--- config.mk ---
export PLATFORM = sky130hd
export DESIGN_NAME = fpu_op_sequencer_flat
export DESIGN_NICKNAME = d
export VERILOG_FILES = /design/src/rtl/fpu_op_sequencer_if.sv /design/src/rtl/fpu_op_sequencer.sv /design/src/flat_wrapper.sv
export SDC_FILE = /design/constraint.sdc
export NUM_CORES = 1
export LEC_CHECK = 0
export ABC_AREA = 1
export CAP_MARGIN = 40
export CORE_AREA = 2 2 130 132
export DETAILED_ROUTE_END_ITERATION = 6
export DIE_AREA = 0 0 132 134
export DONT_BUFFER_PORTS = 1
export PLACE_DENSITY_LB_ADDON = 0.15
export SYNTH_ARGS = -nofsm -noshare
export SYNTH_HDL_FRONTEND = slang
export SYNTH_SLANG_ARGS = --single-unit
export TNS_END_PERCENT = 100
--- constraint.sdc ---
create_clock -name clk -period 6.1 [get_ports clk]
set_clock_uncertainty 0.2 [all_clocks]
set_input_delay 1.83 -clock clk [delete_from_list [all_inputs] [get_ports clk]]
set_output_delay 1.83 -clock clk [all_outputs]
set_load 0.02 [all_outputs]
--- src/rtl/fpu_op_sequencer_if.sv ---
// Request, response and shared fadd/fmul unit signals of the FP op sequencer.
// The slave modport is the sequencer side; the master modport is the issue/datapath side.
interface fpu_op_sequencer_if;
  logic        req_valid;
  logic        req_ready;
  logic [2:0]  req_op;
  logic [31:0] req_a;
  logic [31:0] req_b;
  logic [31:0] req_c;
  logic [2:0]  req_rm;
  logic [31:0] add_a;
  logic [31:0] add_b;
  logic [2:0]  add_rm;
  logic [31:0] add_res;
  logic [31:0] mul_a;
  logic [31:0] mul_b;
  logic [2:0]  mul_rm;
  logic [31:0] mul_res;
  logic        resp_valid;
  logic        resp_ready;
  logic [31:0] resp_data;
  logic        resp_err;
  logic        busy;

  modport slave (
    input  req_valid, req_op, req_a, req_b, req_c, req_rm, add_res, mul_res, resp_ready,
    output req_ready, add_a, add_b, add_rm, mul_a, mul_b, mul_rm, resp_valid, resp_data,
           resp_err, busy
  );

  modport master (
    output req_valid, req_op, req_a, req_b, req_c, req_rm, add_res, mul_res, resp_ready,
    input  req_ready, add_a, add_b, add_rm, mul_a, mul_b, mul_rm, resp_valid, resp_data,
           resp_err, busy
  );
endinterface

--- src/rtl/fpu_op_sequencer.sv ---
// Sequences one shared fadd and one shared fmul to run FADD/FSUB/FMUL and the chained
// FMSUB ((a-b)*c) / FMADD ((a+b)*c), one request at a time.
module fpu_op_sequencer #(
  parameter int ADD_CYCLES = 1,
  parameter int MUL_CYCLES = 1
) (
  input logic               clk,
  input logic               rst_n,
  fpu_op_sequencer_if.slave bus
);
  localparam int MAX_CYCLES = (ADD_CYCLES > MUL_CYCLES) ? ADD_CYCLES : MUL_CYCLES;
  localparam int CW         = $clog2(MAX_CYCLES) + 1;
  localparam logic [CW-1:0] ADD_LAST = CW'(ADD_CYCLES - 1);
  localparam logic [CW-1:0] MUL_LAST = CW'(MUL_CYCLES - 1);
  localparam logic [2:0]  OP_FADD  = 3'b000;
  localparam logic [2:0]  OP_FSUB  = 3'b001;
  localparam logic [2:0]  OP_FMUL  = 3'b010;
  localparam logic [2:0]  OP_FMSUB = 3'b011;
  localparam logic [2:0]  OP_FMADD = 3'b100;
  localparam logic [31:0] QNAN     = 32'h7FC0_0000;

  typedef enum logic [1:0] {IDLE = 2'd0, ADD = 2'd1, MUL = 2'd2, DONE = 2'd3} state_t;

  state_t        state_r, state_nxt_s;
  logic [2:0]    op_r, rm_r;
  logic [31:0]   a_r, b_r, c_r, tmp_r, resp_data_r;
  logic [CW-1:0] cnt_r;
  logic          resp_valid_r, resp_err_r;
  logic          accept_s, legal_s, chained_s, sub_s, add_last_s, mul_last_s;

  assign accept_s   = bus.req_valid && (state_r == IDLE);
  assign legal_s    = (bus.req_op <= OP_FMADD);
  assign chained_s  = (op_r == OP_FMSUB) || (op_r == OP_FMADD);
  assign sub_s      = (op_r == OP_FSUB) || (op_r == OP_FMSUB);
  assign add_last_s = (cnt_r == ADD_LAST);
  assign mul_last_s = (cnt_r == MUL_LAST);

  assign bus.req_ready  = (state_r == IDLE);
  assign bus.busy       = (state_r != IDLE);
  assign bus.resp_valid = resp_valid_r;
  assign bus.resp_data  = resp_data_r;
  assign bus.resp_err   = resp_err_r;

  // Next-state selection
  always_comb begin
    state_nxt_s = state_r;
    case (state_r)
      IDLE: begin
        if (!accept_s)                   state_nxt_s = IDLE;
        else if (!legal_s)               state_nxt_s = DONE;
        else if (bus.req_op == OP_FMUL)  state_nxt_s = MUL;
        else                             state_nxt_s = ADD;
      end
      ADD: begin
        if (!add_last_s)     state_nxt_s = ADD;
        else if (chained_s)  state_nxt_s = MUL;
        else                 state_nxt_s = DONE;
      end
      MUL: begin
        if (mul_last_s) state_nxt_s = DONE;
        else            state_nxt_s = MUL;
      end
      DONE: begin
        if (bus.resp_ready) state_nxt_s = IDLE;
        else                state_nxt_s = DONE;
      end
      default: state_nxt_s = IDLE;
    endcase
  end

  // Shared unit operand drive; ports rest at zero outside their own phase
  always_comb begin
    bus.add_a  = 32'd0;
    bus.add_b  = 32'd0;
    bus.add_rm = 3'd0;
    bus.mul_a  = 32'd0;
    bus.mul_b  = 32'd0;
    bus.mul_rm = 3'd0;
    case (state_r)
      ADD: begin
        bus.add_a  = a_r;
        bus.add_b  = sub_s ? {~b_r[31], b_r[30:0]} : b_r;
        bus.add_rm = rm_r;
      end
      MUL: begin
        if (op_r == OP_FMUL) begin
          bus.mul_a = a_r;
          bus.mul_b = b_r;
        end else begin
          bus.mul_a = tmp_r;
          bus.mul_b = c_r;
        end
        bus.mul_rm = rm_r;
      end
      default: begin
        bus.mul_rm = 3'd0;
      end
    endcase
  end

  // State register
  always_ff @(posedge clk or negedge rst_n) begin
    if (!rst_n) state_r <= IDLE;
    else        state_r <= state_nxt_s;
  end

  // Request latch, phase counter, intermediate and response registers
  always_ff @(posedge clk or negedge rst_n) begin
    if (!rst_n) begin
      op_r <= 3'd0; rm_r <= 3'd0;
      a_r <= 32'd0; b_r <= 32'd0; c_r <= 32'd0; tmp_r <= 32'd0;
      cnt_r <= '0;
      resp_valid_r <= 1'b0; resp_data_r <= 32'd0; resp_err_r <= 1'b0;
    end else begin
      if (state_nxt_s != state_r)                   cnt_r <= '0;
      else if ((state_r == ADD) || (state_r == MUL)) cnt_r <= cnt_r + CW'(1);
      else                                          cnt_r <= cnt_r;
      case (state_r)
        IDLE: begin
          if (accept_s) begin
            op_r <= bus.req_op; rm_r <= bus.req_rm;
            a_r <= bus.req_a; b_r <= bus.req_b; c_r <= bus.req_c;
            if (!legal_s) begin
              resp_valid_r <= 1'b1;
              resp_err_r   <= 1'b1;
              resp_data_r  <= QNAN;
            end
          end
        end
        ADD: begin
          if (add_last_s) begin
            tmp_r <= bus.add_res;
            if (!chained_s) begin
              resp_data_r  <= bus.add_res;
              resp_valid_r <= 1'b1;
            end
          end
        end
        MUL: begin
          if (mul_last_s) begin
            resp_data_r  <= bus.mul_res;
            resp_valid_r <= 1'b1;
          end
        end
        DONE: begin
          if (bus.resp_ready) begin
            resp_valid_r <= 1'b0;
            resp_err_r   <= 1'b0;
          end
        end
        default: resp_valid_r <= 1'b0;
      endcase
    end
  end
endmodule

--- src/flat_wrapper.sv ---
// flat-port wrapper written by rule: the top's interface ports become plain ports
module fpu_op_sequencer_flat 
#(
  parameter int ADD_CYCLES = 1,
  parameter int MUL_CYCLES = 1
)
  (clk, rst_n, bus_req_valid, bus_req_op, bus_req_a, bus_req_b, bus_req_c, bus_req_rm, bus_add_res, bus_mul_res, bus_resp_ready, bus_req_ready, bus_add_a, bus_add_b, bus_add_rm, bus_mul_a, bus_mul_b, bus_mul_rm, bus_resp_valid, bus_resp_data, bus_resp_err, bus_busy);
  fpu_op_sequencer_if bus_i ();
  input logic clk;
  input logic rst_n;
  input wire logic [$bits(bus_i.req_valid)-1:0] bus_req_valid;
  input wire logic [$bits(bus_i.req_op)-1:0] bus_req_op;
  input wire logic [$bits(bus_i.req_a)-1:0] bus_req_a;
  input wire logic [$bits(bus_i.req_b)-1:0] bus_req_b;
  input wire logic [$bits(bus_i.req_c)-1:0] bus_req_c;
  input wire logic [$bits(bus_i.req_rm)-1:0] bus_req_rm;
  input wire logic [$bits(bus_i.add_res)-1:0] bus_add_res;
  input wire logic [$bits(bus_i.mul_res)-1:0] bus_mul_res;
  input wire logic [$bits(bus_i.resp_ready)-1:0] bus_resp_ready;
  output wire logic [$bits(bus_i.req_ready)-1:0] bus_req_ready;
  output wire logic [$bits(bus_i.add_a)-1:0] bus_add_a;
  output wire logic [$bits(bus_i.add_b)-1:0] bus_add_b;
  output wire logic [$bits(bus_i.add_rm)-1:0] bus_add_rm;
  output wire logic [$bits(bus_i.mul_a)-1:0] bus_mul_a;
  output wire logic [$bits(bus_i.mul_b)-1:0] bus_mul_b;
  output wire logic [$bits(bus_i.mul_rm)-1:0] bus_mul_rm;
  output wire logic [$bits(bus_i.resp_valid)-1:0] bus_resp_valid;
  output wire logic [$bits(bus_i.resp_data)-1:0] bus_resp_data;
  output wire logic [$bits(bus_i.resp_err)-1:0] bus_resp_err;
  output wire logic [$bits(bus_i.busy)-1:0] bus_busy;
  assign bus_i.req_valid = bus_req_valid;
  assign bus_i.req_op = bus_req_op;
  assign bus_i.req_a = bus_req_a;
  assign bus_i.req_b = bus_req_b;
  assign bus_i.req_c = bus_req_c;
  assign bus_i.req_rm = bus_req_rm;
  assign bus_i.add_res = bus_add_res;
  assign bus_i.mul_res = bus_mul_res;
  assign bus_i.resp_ready = bus_resp_ready;
  assign bus_req_ready = bus_i.req_ready;
  assign bus_add_a = bus_i.add_a;
  assign bus_add_b = bus_i.add_b;
  assign bus_add_rm = bus_i.add_rm;
  assign bus_mul_a = bus_i.mul_a;
  assign bus_mul_b = bus_i.mul_b;
  assign bus_mul_rm = bus_i.mul_rm;
  assign bus_resp_valid = bus_i.resp_valid;
  assign bus_resp_data = bus_i.resp_data;
  assign bus_resp_err = bus_i.resp_err;
  assign bus_busy = bus_i.busy;
  fpu_op_sequencer #(.ADD_CYCLES(ADD_CYCLES), .MUL_CYCLES(MUL_CYCLES)) u_core (.clk(clk), .rst_n(rst_n), .bus(bus_i));
endmodule
**After elaboration in Yosys (flattened, before gate mapping)**

Index checks and enable logic that the tools add are counted.

- Register bits: 171
- Output and inout port bits: 170
- Logic and storage cells: 77

- Add/sub/neg operators: 1
- Magnitude comparators: 1
- Equality and inequality tests: 15
- Muxes and demuxes: 33
- Bitwise logic cells: 2
- Reductions and logical operators: 14

Operators with widths:

| kind | number |
|---|---|
| 32-bit two-way mux | 12 |
| 32-bit one-hot mux with 3 select lines | 1 |
| 6-bit AND reduction | 2 |
| 1-bit two-way mux | 10 |
| 2-bit two-way mux | 5 |
| 2-bit inequality test (second input constant) | 5 |
| 3-bit by 2-bit == test with 1-bit output (second input constant) | 3 |
| 2-bit one-hot mux with 4 select lines | 1 |
| 3-bit two-way mux | 2 |
| 2-bit nonzero test | 3 |
| 2-bit == test (second input constant) | 2 |
| 1-bit one-hot mux with 4 select lines | 1 |
| 2-bit AND reduction | 2 |
| 4-bit AND reduction | 1 |
| 3-bit by 1-bit == test with 1-bit output (second input constant) | 1 |
| 3-bit == test (second input constant) | 1 |
| 3-bit <= comparator (second input constant) | 1 |
| 1-bit logical OR | 3 |
| 3-bit nonzero test | 1 |
| 2-bit by 1-bit == test with 1-bit output (second input constant) | 1 |
| 2-bit logical NOT | 1 |
| 2-bit by 1-bit inequality test with 1-bit output (second input constant) | 1 |
| 2-bit inequality test | 1 |
| 1-bit inverter | 2 |
| other kinds (3) | 3 |

**Depth between registers and ports, before layout**

- Word-level depth: 7
- Mapped depth: 11
- Gate-level depth less buffers: 10

**Worst setup path before layout**

Ideal clock, no wire load.

- Path kind: flip-flop to output port
- From: register u_core.state_r[0]
- To: output port bus_mul_b[14]
- Data arrival time: 1648 ps
- Data required time: 4070 ps
- Path slack: 2422 ps
- Cell stages (with the launch flop): 8
- Path buffers: 3
- Path through: dfrtp_1 > inv_1 > ha_1 > buf_2 > buf_4 > clkbuf_1 > o21ai_0 > a21oi_1

- Cells in the longest elaborated chain, start to end: 2

Ends and longest elaborated chain:

| element | RTL line | RTL |
|---|---|---|
| start, declared | fpu_op_sequencer.sv:24 | `state_t state_r, state_nxt_s;` |
| start signal, assigned | fpu_op_sequencer.sv:104 | `else state_r <= state_nxt_s;` |
| 2-bit == test | fpu_op_sequencer.sv:79 | `case (state_r)` |
| 32-bit two-way mux | fpu_op_sequencer.sv:79 |  |
| end, declared | flat_wrapper.sv:25 | `output wire logic [$bits(bus_i.mul_b)-1:0] bus_mul_b;` |

Every way passes these cells.

**Worst setup path after layout**

- From: register u_core.state_r[1]
- To: output port bus_add_b[19]

- Cells in the longest elaborated chain, start to end: 2

Ends and longest elaborated chain:

| element | RTL line | RTL |
|---|---|---|
| 2-bit by 1-bit == test with 1-bit output | fpu_op_sequencer.sv:79 |  |
| 32-bit two-way mux | fpu_op_sequencer.sv:79 |  |
| end, declared | flat_wrapper.sv:22 | `output wire logic [$bits(bus_i.add_b)-1:0] bus_add_b;` |

Every way passes these cells.

==> results.toml <==
[clock_tree]
post_cts_buffers = 0
path_clk_slew_ns = 0.06
cts-root-buf = "clkbuf_16"
clk_latency_ns = 0.42
numCtsBuffers = 17
holdBufCountCts = 0
cts.repair.resized = 0
clockBufferDepth = 2
cts_sinks = 171
cts_tree = "done"
cts_max_level = 4

[sta]
setup_violations = 0
post-route-min-period_ns = 4.49
max_freq_mhz = 222
worst_slew_pin_slew_ns = 0.804
timing.slew.headroom_pct = 46.4
report.final.slew_viol_count = 0
setup-tns-final_ns = 0
hold_viol = 0
rsz0062_at_grt = "false"
fin_crit_sh_pct = 73.7

[place]
dpl_cell_area_um2 = 8620
gp_congestion = 0.882
port-buffer-count = 0
place_hpwl_um = 14800

[cells_and_area]
diodes = 0
postLayoutCellArea_um2 = 9230
mostFrequentLayoutCells = "195 x nand2_1, 171 x dfrtp_1, 170 x inv_1, 117 x o21ai_0, 99 x a21oi_1"
syn2layout_area_growth_pct = 7.72
final_common_cell = "nand2_1"
nNetsFinal = 1132
drive_above_1_share_pct = 15.3

[critical_path]
r2r_end = "u_core.bus.resp_data[4]"
crit_type = "reg2out"
cp.required_ns = 4.07
timing.rr.start = "u_core.state_r[1]"
rr_worst_depth = 7
cp.arrival_ns = 2.46
reg2reg_setup_slack_ns = 3.03
endpoint_kind = "primary output"
cp-start-kind = "flip-flop"
crit_path_max_fanout = 52

[grt]
grt_max_degree = 172
grt.overflow.total = 0
grt_pass1_wl_um = 32900
grt.total_usage_pct = 23.8
grt_antenna_before_repair = 0
grt_pass1_vias = 5982

[routing]
wl_per_cell_um = 17.8
drc = 0
first_pass_iters = 5
vias_per_cell = 5.30
routed_wl_um = 21200
drt_iter0_markers = 267
drtAntennaViolNets = 0
vias = 6303

[die]
die_area_um2 = 17700
start_util_pct = 52.6
io_pins = 340
dieHeight_um = 134
core_um2 = 16300
die_width_um = 132
rows = 47

[run_status]
status = "finished, final reports clean"

[worst_hold_path]
hold_path.startpoint = "u_core.tmp_r[11]"
holdPathStages = 2
worstHoldPathType = "reg2reg"
worstHoldEndpoint = "u_core.tmp_r[11]"

[synth]
postSynthCellCount = 995
synth-seq-cells = 171
synth_cell_type_count = 23
syn_nets = 1170
synthesis.area_um2 = 8570
yosysSeqAreaShare_pct = 49.9
synth.avg_cell_area_um2 = 8.61
yosys_warnings = 0

[power]
p_int_mw = 3.04
swShare_pct = 44.2
clkPwrFrac_pct = 20.6
leakage_nw = 4.72
peakVddDrop_mv = 0.305
p_per_area_nw_per_um2 = 591
pwr-share-comb_pct = 39.3
seqPwrFrac_pct = 40.1
power_switching_mw = 2.41

[run]
drv_cap = 0
==> sequential cells by signal (all words and copies together) (netlist names) <==
name	count
u_core.tmp_r	32
u_core.c_r	32
u_core.b_r	32
u_core.bus.resp_err	1
u_core.rm_r	3
u_core.state_r	2
u_core.op_r	3
u_core.cnt_r	1
u_core.bus.resp_valid	1
u_core.bus.resp_data	32
u_core.a_r	32
==> logic make-up (layout without fill, tap and decap cells) <==
group	after synthesis	in the layout	share of synthesized area, %
DFF	171	171	49.9
AOI/OAI and AO/OA	260	260	16.6
and+or+nand+nor	242	242	10.8
buffers and inverters	239	213	11.7
xor gates and xnor gates	1	1	0.102
muxes	77	77	10.1
adders and majority gates	5	5	0.730
==> critical path: stages (launching register included) <==
cell	delay [ns]
dfrtp_1	0.42
inv_1	0.12
ha_2	0.57
buf_4	0.58
nand2_1	0.11
inv_1	0.18
==> routing by layer <==
metal / GRT usage (%) / wire length, um / up-vias
met5: 0 / 0 / -
met1: 29.5 / 8760 / 2939
met2: 39.3 / 10200 / 267
met4: 6.88 / 349 / 0
met3: 8.62 / 1850 / 29
li1: - / - / 3068
==> Yosys cell counts, drive strengths merged <==
cell / number / area [um2]
o31ai: 1 / 7.51
mux2: 77 / 867
inv: 171 / 642
clkinv: 1 / 3.75
clkbuf: 19 / 72.6
o21ai: 151 / 842
ha: 5 / 62.6
nand2: 198 / 743
buf: 48 / 288
dfrtp: 171 / 4280
nor3: 1 / 10.0
a21oi: 99 / 495
nand3: 7 / 35.0
nor2: 36 / 135
xor2: 1 / 8.76
a221oi: 9 / 78.8
==> cell type report <==
class | instances | area [um2]
Tap cell | 220 | 275
Clock buffer | 21 | 470
Multi-Input combinational cell | 585 | 3320
Sequential cell | 171 | 4280
Inverter | 172 | 646
Timing Repair Buffer | 10 | 108
Fill cell | 1514 | 7060
Clock inverter | 10 | 139
==> how the worst max path moves through the flow <==
| stage | startpoint | end | cells after the start |
|---|---|---|---|
| floorplan | u_core.state_r[0] | bus_mul_b[14] | 7 |
| finish | u_core.state_r[1] | bus_add_b[19] | 5 |
| global route | u_core.state_r[1] | bus_add_a[15] | 5 |
| CTS | u_core.state_r[1] | bus_add_a[29] | 5 |
| detailed placement | u_core.state_r[1] | bus_add_b[19] | 5 |
| global placement | u_core.state_r[1] | bus_add_b[22] | 5 |
==> through the flow <==
| step | util, % | setup slack (ns) | instances | power [mW] | hold slack, ns |
|---|---|---|---|---|---|
| 4_1_cts | 56.7 | 1.56 | 1189 | 5.51 | 0.289 |
| 3_5_place_dp | 52.9 | 2.01 | 1158 | 4.37 | 0.273 |
| 5_1_grt | 56.7 | 1.41 | 1189 | 5.84 | 0.312 |
| 2_1_floorplan | - | 2.42 | 995 | 3.93 | 0.253 |
| 3_3_place_gp | 52.6 | 2.12 | 1156 | 4.29 | 0.264 |
| 6_report | 56.7 | 1.61 | 1189 | 5.46 | 0.286 |
==> power groups by stage <==
| stage | Clock [mW] | Sequential, mW | Combinational, mW |
|---|---|---|---|
| finish | 1.12 | 2.19 | 2.15 |
| detailed placement | 0 | 2.21 | 2.17 |
| global route | 1.19 | 2.26 | 2.40 |
| CTS | 1.15 | 2.19 | 2.17 |
| global placement | 0 | 2.19 | 2.09 |
| floorplan | 0 | 2.06 | 1.87 |
Power figures use the tool's default switching activity.
